### src/rtl/pc_fetch_unit.sv
// Program counter for the Otter fetch stage: six-source next-PC mux, imem handshake,
// configurable reset vector and misaligned-target rejection.
module pc_fetch_unit #(
  parameter int unsigned   n         = 32,
  parameter logic [n-1:0]  RESET_VEC = '0,
  parameter int unsigned   ALIGN     = 2
) (
  input  logic         CLK,
  input  logic         rst,
  input  logic         PC_WE,
  input  logic [2:0]   PC_SEL,
  input  logic [n-1:0] jalr,
  input  logic [n-1:0] branch,
  input  logic [n-1:0] jal,
  input  logic [n-1:0] mtvec,
  input  logic [n-1:0] mepc,
  input  logic         imem_ack,
  output logic [n-1:0] PC,
  output logic [n-1:0] PC_PLUS4,
  output logic         imem_req,
  output logic         fetch_valid,
  output logic         misaligned,
  output logic [n-1:0] bad_addr
);

  localparam logic [n-1:0] AlignMask = n'((64'd1 << ALIGN) - 64'd1);
  localparam logic [n-1:0] JalrMask  = n'(64'd1);

  typedef enum logic [0:0] {StReq, StReady} state_e;

  state_e       r_state;
  logic [n-1:0] r_pc;
  logic [n-1:0] r_bad_addr;
  logic         r_misaligned;

  logic [n-1:0] w_plus4;
  logic [n-1:0] w_next;
  logic         w_hold;
  logic         w_next_misaligned;

  assign w_plus4 = r_pc + n'(32'd4);

  always_comb begin
    w_next = r_pc;
    w_hold = 1'b0;
    unique case (PC_SEL)
      3'd0:    w_next = w_plus4;
      3'd1:    w_next = jalr & ~JalrMask;
      3'd2:    w_next = branch;
      3'd3:    w_next = jal;
      // CSR targets are force-aligned so a trap entry/return can never fault
      3'd4:    w_next = mtvec & ~AlignMask;
      3'd5:    w_next = mepc & ~AlignMask;
      default: w_hold = 1'b1;
    endcase
  end

  assign w_next_misaligned = !w_hold && ((w_next & AlignMask) != '0);

  always_ff @(posedge CLK) begin
    if (rst) begin
      r_pc         <= RESET_VEC;
      r_state      <= StReq;
      r_bad_addr   <= '0;
      r_misaligned <= 1'b0;
    end else begin
      r_misaligned <= 1'b0;
      case (r_state)
        StReq: begin
          if (imem_ack) r_state <= StReady;
        end
        StReady: begin
          if (PC_WE) begin
            if (w_next_misaligned) begin
              r_misaligned <= 1'b1;
              r_bad_addr   <= w_next;
            end else begin
              // hold sources keep PC but still refetch
              r_pc    <= w_next;
              r_state <= StReq;
            end
          end
        end
        default: r_state <= StReq;
      endcase
    end
  end

  assign PC          = r_pc;
  assign PC_PLUS4    = w_plus4;
  assign imem_req    = !rst && (r_state == StReq);
  assign fetch_valid = !rst && (r_state == StReady);
  assign misaligned  = r_misaligned;
  assign bad_addr    = r_bad_addr;

endmodule

### config.mk
export PLATFORM = sky130hd
export DESIGN_NAME = pc_fetch_unit
export DESIGN_NICKNAME = d
export VERILOG_FILES = /design/src/rtl/pc_fetch_unit.sv
export SDC_FILE = /design/constraint.sdc
export NUM_CORES = 1
export LEC_CHECK = 0
export ABC_CLOCK_PERIOD_IN_PS = 2400
export CORE_ASPECT_RATIO = 0.9
export CORE_UTILIZATION = 25
export DETAILED_ROUTE_END_ITERATION = 8
export PLACE_DENSITY = 0.54
export SLEW_MARGIN = 40
export SYNTH_ARGS = -nofsm -noshare
export SYNTH_HDL_FRONTEND = slang
export SYNTH_SLANG_ARGS = --single-unit
### constraint.sdc
create_clock -name CLK -period 2.4 [get_ports CLK]
set_clock_uncertainty 0.1 [all_clocks]
set_input_delay 0.24 -clock CLK [delete_from_list [all_inputs] [get_ports CLK]]
set_output_delay 0.24 -clock CLK [all_outputs]
set_load 0.01 [all_outputs]
==> flow_results.org <==
** Flow run
- Maxcap violations :: 0

** Yosys
- Async set or reset register ratio after synthesis :: 0
- In the synthesized netlist the dominant register cell turns out to be sky130_fd_sc_hd__dfxtp_1.
- Synthesis produced a netlist whose cell count is 642.
- Yosys warning count :: 0
- Count of flip-flops with a built-in enable after synthesis :: 0
- When the netlist entered floorplanning its net count stood at 810.
- The mapped netlist covers 4920 µm².
- The synthesized netlist contains 74 unique library cells.
- The synthesized design contains 66 register bits.
- Average size of a mapped cell :: 7.67 µm²
- Of the synthesized area, sequential elements account for 0.268.

** Setup path
- Along the worst path, the maximum fanout reaches 3.
- Setup slack on the worst flop-to-flop path :: 0.10 ns
- CP Capture Type :: primary output
- The worst setup path is launched from a register.
- CP Data Arrival Time :: between 2 and 2.5 ns
- The worst register-to-register path has a depth of 9.
- The setup path with the least slack is of type register to primary output.
- At the worst endpoint, the required time is 2.06 ns.

** STA
- Worst slew margin :: 0.544
- The number of max-slew violations in the final report came to 0.
- Setup violators final :: 1
- Accumulated negative setup slack :: -0.00470 ns
- The final count of hold timing violations came to 0.
- Crit share post-route :: 1.00
- Setup repair after global routing could not meet its margin everywhere.
- Worst slack on hold paths :: ~0.35 ns
- Shortest period the worst path allows :: 2.40 ns
- At the pin with the least slew margin, the transition time is 0.679 ns.
- In the post-route analysis, the smallest setup slack over all paths is -0.00470 ns.
- FMAX :: 416 MHz

** Clock network
- The H-tree was split into 3 levels.
- CTS buffer count :: 9
- Clock Latency Late Sink :: 0.34 ns
- CTS placed an instance of sky130_fd_sc_hd__clkbuf_16 at the clock tree root.
- CTS saw 66 sinks.
- Clock Tree Buf Depth :: 2
- After clock tree synthesis, the clock-pin slew on the worst setup and hold paths is 0.06 ns.
- TritonCTS built the clock tree.

** Route
- Average vias per placed instance :: 5.28
- DRT Pass-1 Iters :: 4
- The first routing iteration left 391 violations.
- The routed layout has 6569 vias.
- In this run the remaining antenna-violating nets after routing total 0.
- The routed design has 24.9 mm of wire.
- Residual DRC :: 0
- Average wire length per cell after detail routing :: around 20 µm

** Run status
- The flow ran to the end, but the final reports show violations.
- The final reports fail on negative setup slack.

** Die
- Die area :: about 20000 µm²
- Initial standard-cell utilization of the core :: 0.256
- 266 I/O pins were placed.
- From left edge to right edge, the die measures 150 µm.
- The floorplan has 48 rows.
- Placeable core region :: 19200 µm²
- Die height :: 135 µm

** GRT
- Vias in the first global route :: around 6400
- Global-route met2 utilization :: 0.396
- Entering global routing, the biggest net connects 29 pins.
- Met3 layer usage reported by global route :: 0.0517
- The first global-routing pass estimated 37.2 mm of wire.
- The initial antenna violation count came to 0.
- Global Route met1 Usage :: 0.315
- Total congestion overflow after global routing :: 0
- In the global route stage, overall resource usage came out at 0.245.
- Layer with the highest usage :: met2

** Final layout
- Net count, final :: approximately 1200
- The repair_antennas step left the layout with diodes totalling 0.
- After routing the design area is around 9300 µm².
- Counting the fill cells in the layout gives 1936.
- Layout overhead on the synthesized area :: 89.7%
- Of the cells placed in the final design, the portion with a size suffix greater than 1 is 0.248.

** Power
- The worst-case IR drop observed on VDD is 302 µV.
- Cell leakage power :: 3.76 nW
- Power density of the placed cells :: 426 nW/µm²

** Hold path
- Along the worst hold path, the cell count comes to 2.
- In this run the worst hold path is classified as register to register.

** Place
- After legalization and detailed placement, the total HPWL measured 19.3 mm.
- Port-buffer cells :: 260
- Summing all placed instances gives a cell area of about 8600 µm².
- Routability congestion estimate :: roughly 0.90
[path summary, 6_finish.rpt]
kind / from / endpoint
setup / recovery: PC[2]$_SDFFE_PP0P_ / PC_PLUS4[26]
hold / removal: bad_addr[11]$_SDFFE_PP0P_ / bad_addr[11]$_SDFFE_PP0P_
setup reg to reg: PC[2]$_SDFFE_PP0P_ / PC[24]$_SDFFE_PP0P_
hold reg to reg: bad_addr[11]$_SDFFE_PP0P_ / bad_addr[11]$_SDFFE_PP0P_
[cell families (layout without fill, tap and decap cells)]
group,after synthesis,count (layout),share of synthesized area
compound gates,240,240,0.358
mux,7,7,0.0170
simple gates,219,220,0.225
xor+xnor,27,27,0.0481
fa+ha+maj,1,1,0.00254
flops,66,66,0.268
buf+inv,82,433,0.0809
[stage by stage]
stage / util / power [W] / instances / worst slack [ns]
2_1_floorplan: - / 0.00164 / 642 / 0.101
3_3_place_gp: 0.445 / 0.00230 / 1210 / -0.243
3_5_place_dp: 0.445 / 0.00230 / 1210 / -0.258
4_1_cts: 0.481 / 0.00399 / 1244 / -0.121
5_1_grt: 0.486 / 0.00414 / 1244 / -0.0851
6_report: 0.486 / 0.00398 / 1244 / -0.00470
[final cells by class]
type | count | area [µm²] | share of cell area
timing repair buffer | 404 | 3760 | 0.403
sequential | 66 | 1330 | 0.143
inverter | 13 | 48.8 | 0.00523
clock inverter | 6 | 138 | 0.0147
multi-input combinational | 495 | 3510 | 0.376
clock buffer | 10 | 239 | 0.0256
tap | 250 | 313 | 0.0335
[per-layer routing]
layer / part of all wire / up-vias / wire, µm
met4: 0.037 / 0 / 919
met5: 0 / - / 0
met1: 0.43 / 3114 / 10800
met2: 0.46 / 267 / 11500
met3: 0.070 / 50 / 1750
li1: - / 3138 / -
[critical path: stages, from the launching register on]
cell                      delay [ns]
sky130_fd_sc_hd__dfxtp_4        0.37
sky130_fd_sc_hd__ha_4           0.15
sky130_fd_sc_hd__nand4_1        0.22
sky130_fd_sc_hd__nor3_2         0.29
sky130_fd_sc_hd__buf_4          0.16
sky130_fd_sc_hd__nand2_4        0.07
sky130_fd_sc_hd__nor2_4         0.15
sky130_fd_sc_hd__xnor2_2        0.14
sky130_fd_sc_hd__buf_2          0.17
[registers in the layout (all words and copies together) (netlist names)]
register / cells
misaligned: 1
r_state: 1
PC: 32
bad_addr: 32
[synthesized netlist by cell type (18+ instances only)]
library cell	count	share of area
sky130_fd_sc_hd__nand2_1	66	0.050
sky130_fd_sc_hd__buf_2	24	0.024
sky130_fd_sc_hd__a211oi_1	18	0.027
sky130_fd_sc_hd__nor2_1	57	0.043
sky130_fd_sc_hd__clkbuf_1	29	0.022
sky130_fd_sc_hd__a22o_1	26	0.046
sky130_fd_sc_hd__dfxtp_1	66	0.27
sky130_fd_sc_hd__a22oi_1	24	0.037
sky130_fd_sc_hd__nor3_1	21	0.021
sky130_fd_sc_hd__o21ai_0	27	0.027
sky130_fd_sc_hd__a21oi_1	33	0.034
sky130_fd_sc_hd__a221oi_1	22	0.039
[report_power, final]
group          switching (W)  internal [W]
Sequential         0.0000281       0.00113
Clock               0.000527       0.00115
Combinational       0.000514      0.000623
[layout by cell type (no fill, tap or decap), types with 5 or more instances in the layout]
cell / Yosys / layout
sky130_fd_sc_hd__a211oi_1: 18 / 15
sky130_fd_sc_hd__a21o_1: 6 / 6
sky130_fd_sc_hd__a21oi_1: 33 / 33
sky130_fd_sc_hd__a221oi_1: 22 / 22
sky130_fd_sc_hd__a22o_1: 26 / 26
sky130_fd_sc_hd__a22oi_1: 24 / 24
sky130_fd_sc_hd__a31o_2: 5 / 5
sky130_fd_sc_hd__a31oi_1: 14 / 14
sky130_fd_sc_hd__and3_1: 10 / 7
sky130_fd_sc_hd__buf_12: 0 / 10
sky130_fd_sc_hd__buf_2: 24 / 12
sky130_fd_sc_hd__buf_4: 6 / 127
sky130_fd_sc_hd__buf_6: 5 / 9
sky130_fd_sc_hd__clkbuf_16: 0 / 9
sky130_fd_sc_hd__clkdlybuf4s50_1: 0 / 232
sky130_fd_sc_hd__dfxtp_1: 66 / 60
sky130_fd_sc_hd__dfxtp_2: 0 / 5
sky130_fd_sc_hd__dlygate4sd2_1: 0 / 6
sky130_fd_sc_hd__inv_1: 12 / 12
sky130_fd_sc_hd__mux2i_1: 5 / 5
sky130_fd_sc_hd__nand2_1: 66 / 64
sky130_fd_sc_hd__nand3_1: 13 / 10
sky130_fd_sc_hd__nand4_1: 12 / 12
sky130_fd_sc_hd__nor2_1: 57 / 53
sky130_fd_sc_hd__nor3_1: 21 / 15
sky130_fd_sc_hd__nor3_2: 2 / 6
sky130_fd_sc_hd__o211ai_1: 5 / 5
sky130_fd_sc_hd__o21ai_0: 27 / 27
sky130_fd_sc_hd__o22ai_1: 5 / 5
sky130_fd_sc_hd__o2bb2ai_1: 13 / 13
sky130_fd_sc_hd__or3b_2: 5 / 5
sky130_fd_sc_hd__xnor2_1: 14 / 10
sky130_fd_sc_hd__xor2_1: 13 / 11
[repair_timing]
action,CTS,global route
pin swaps,13,23
gates cloned,0,1
hold endpoints to repair,0,0
hold buffers,0,0
gates resized for setup,103,45
setup buffers,18,6
setup endpoints to repair,26,51
Note: power is estimated with default switching activity, not from simulation.
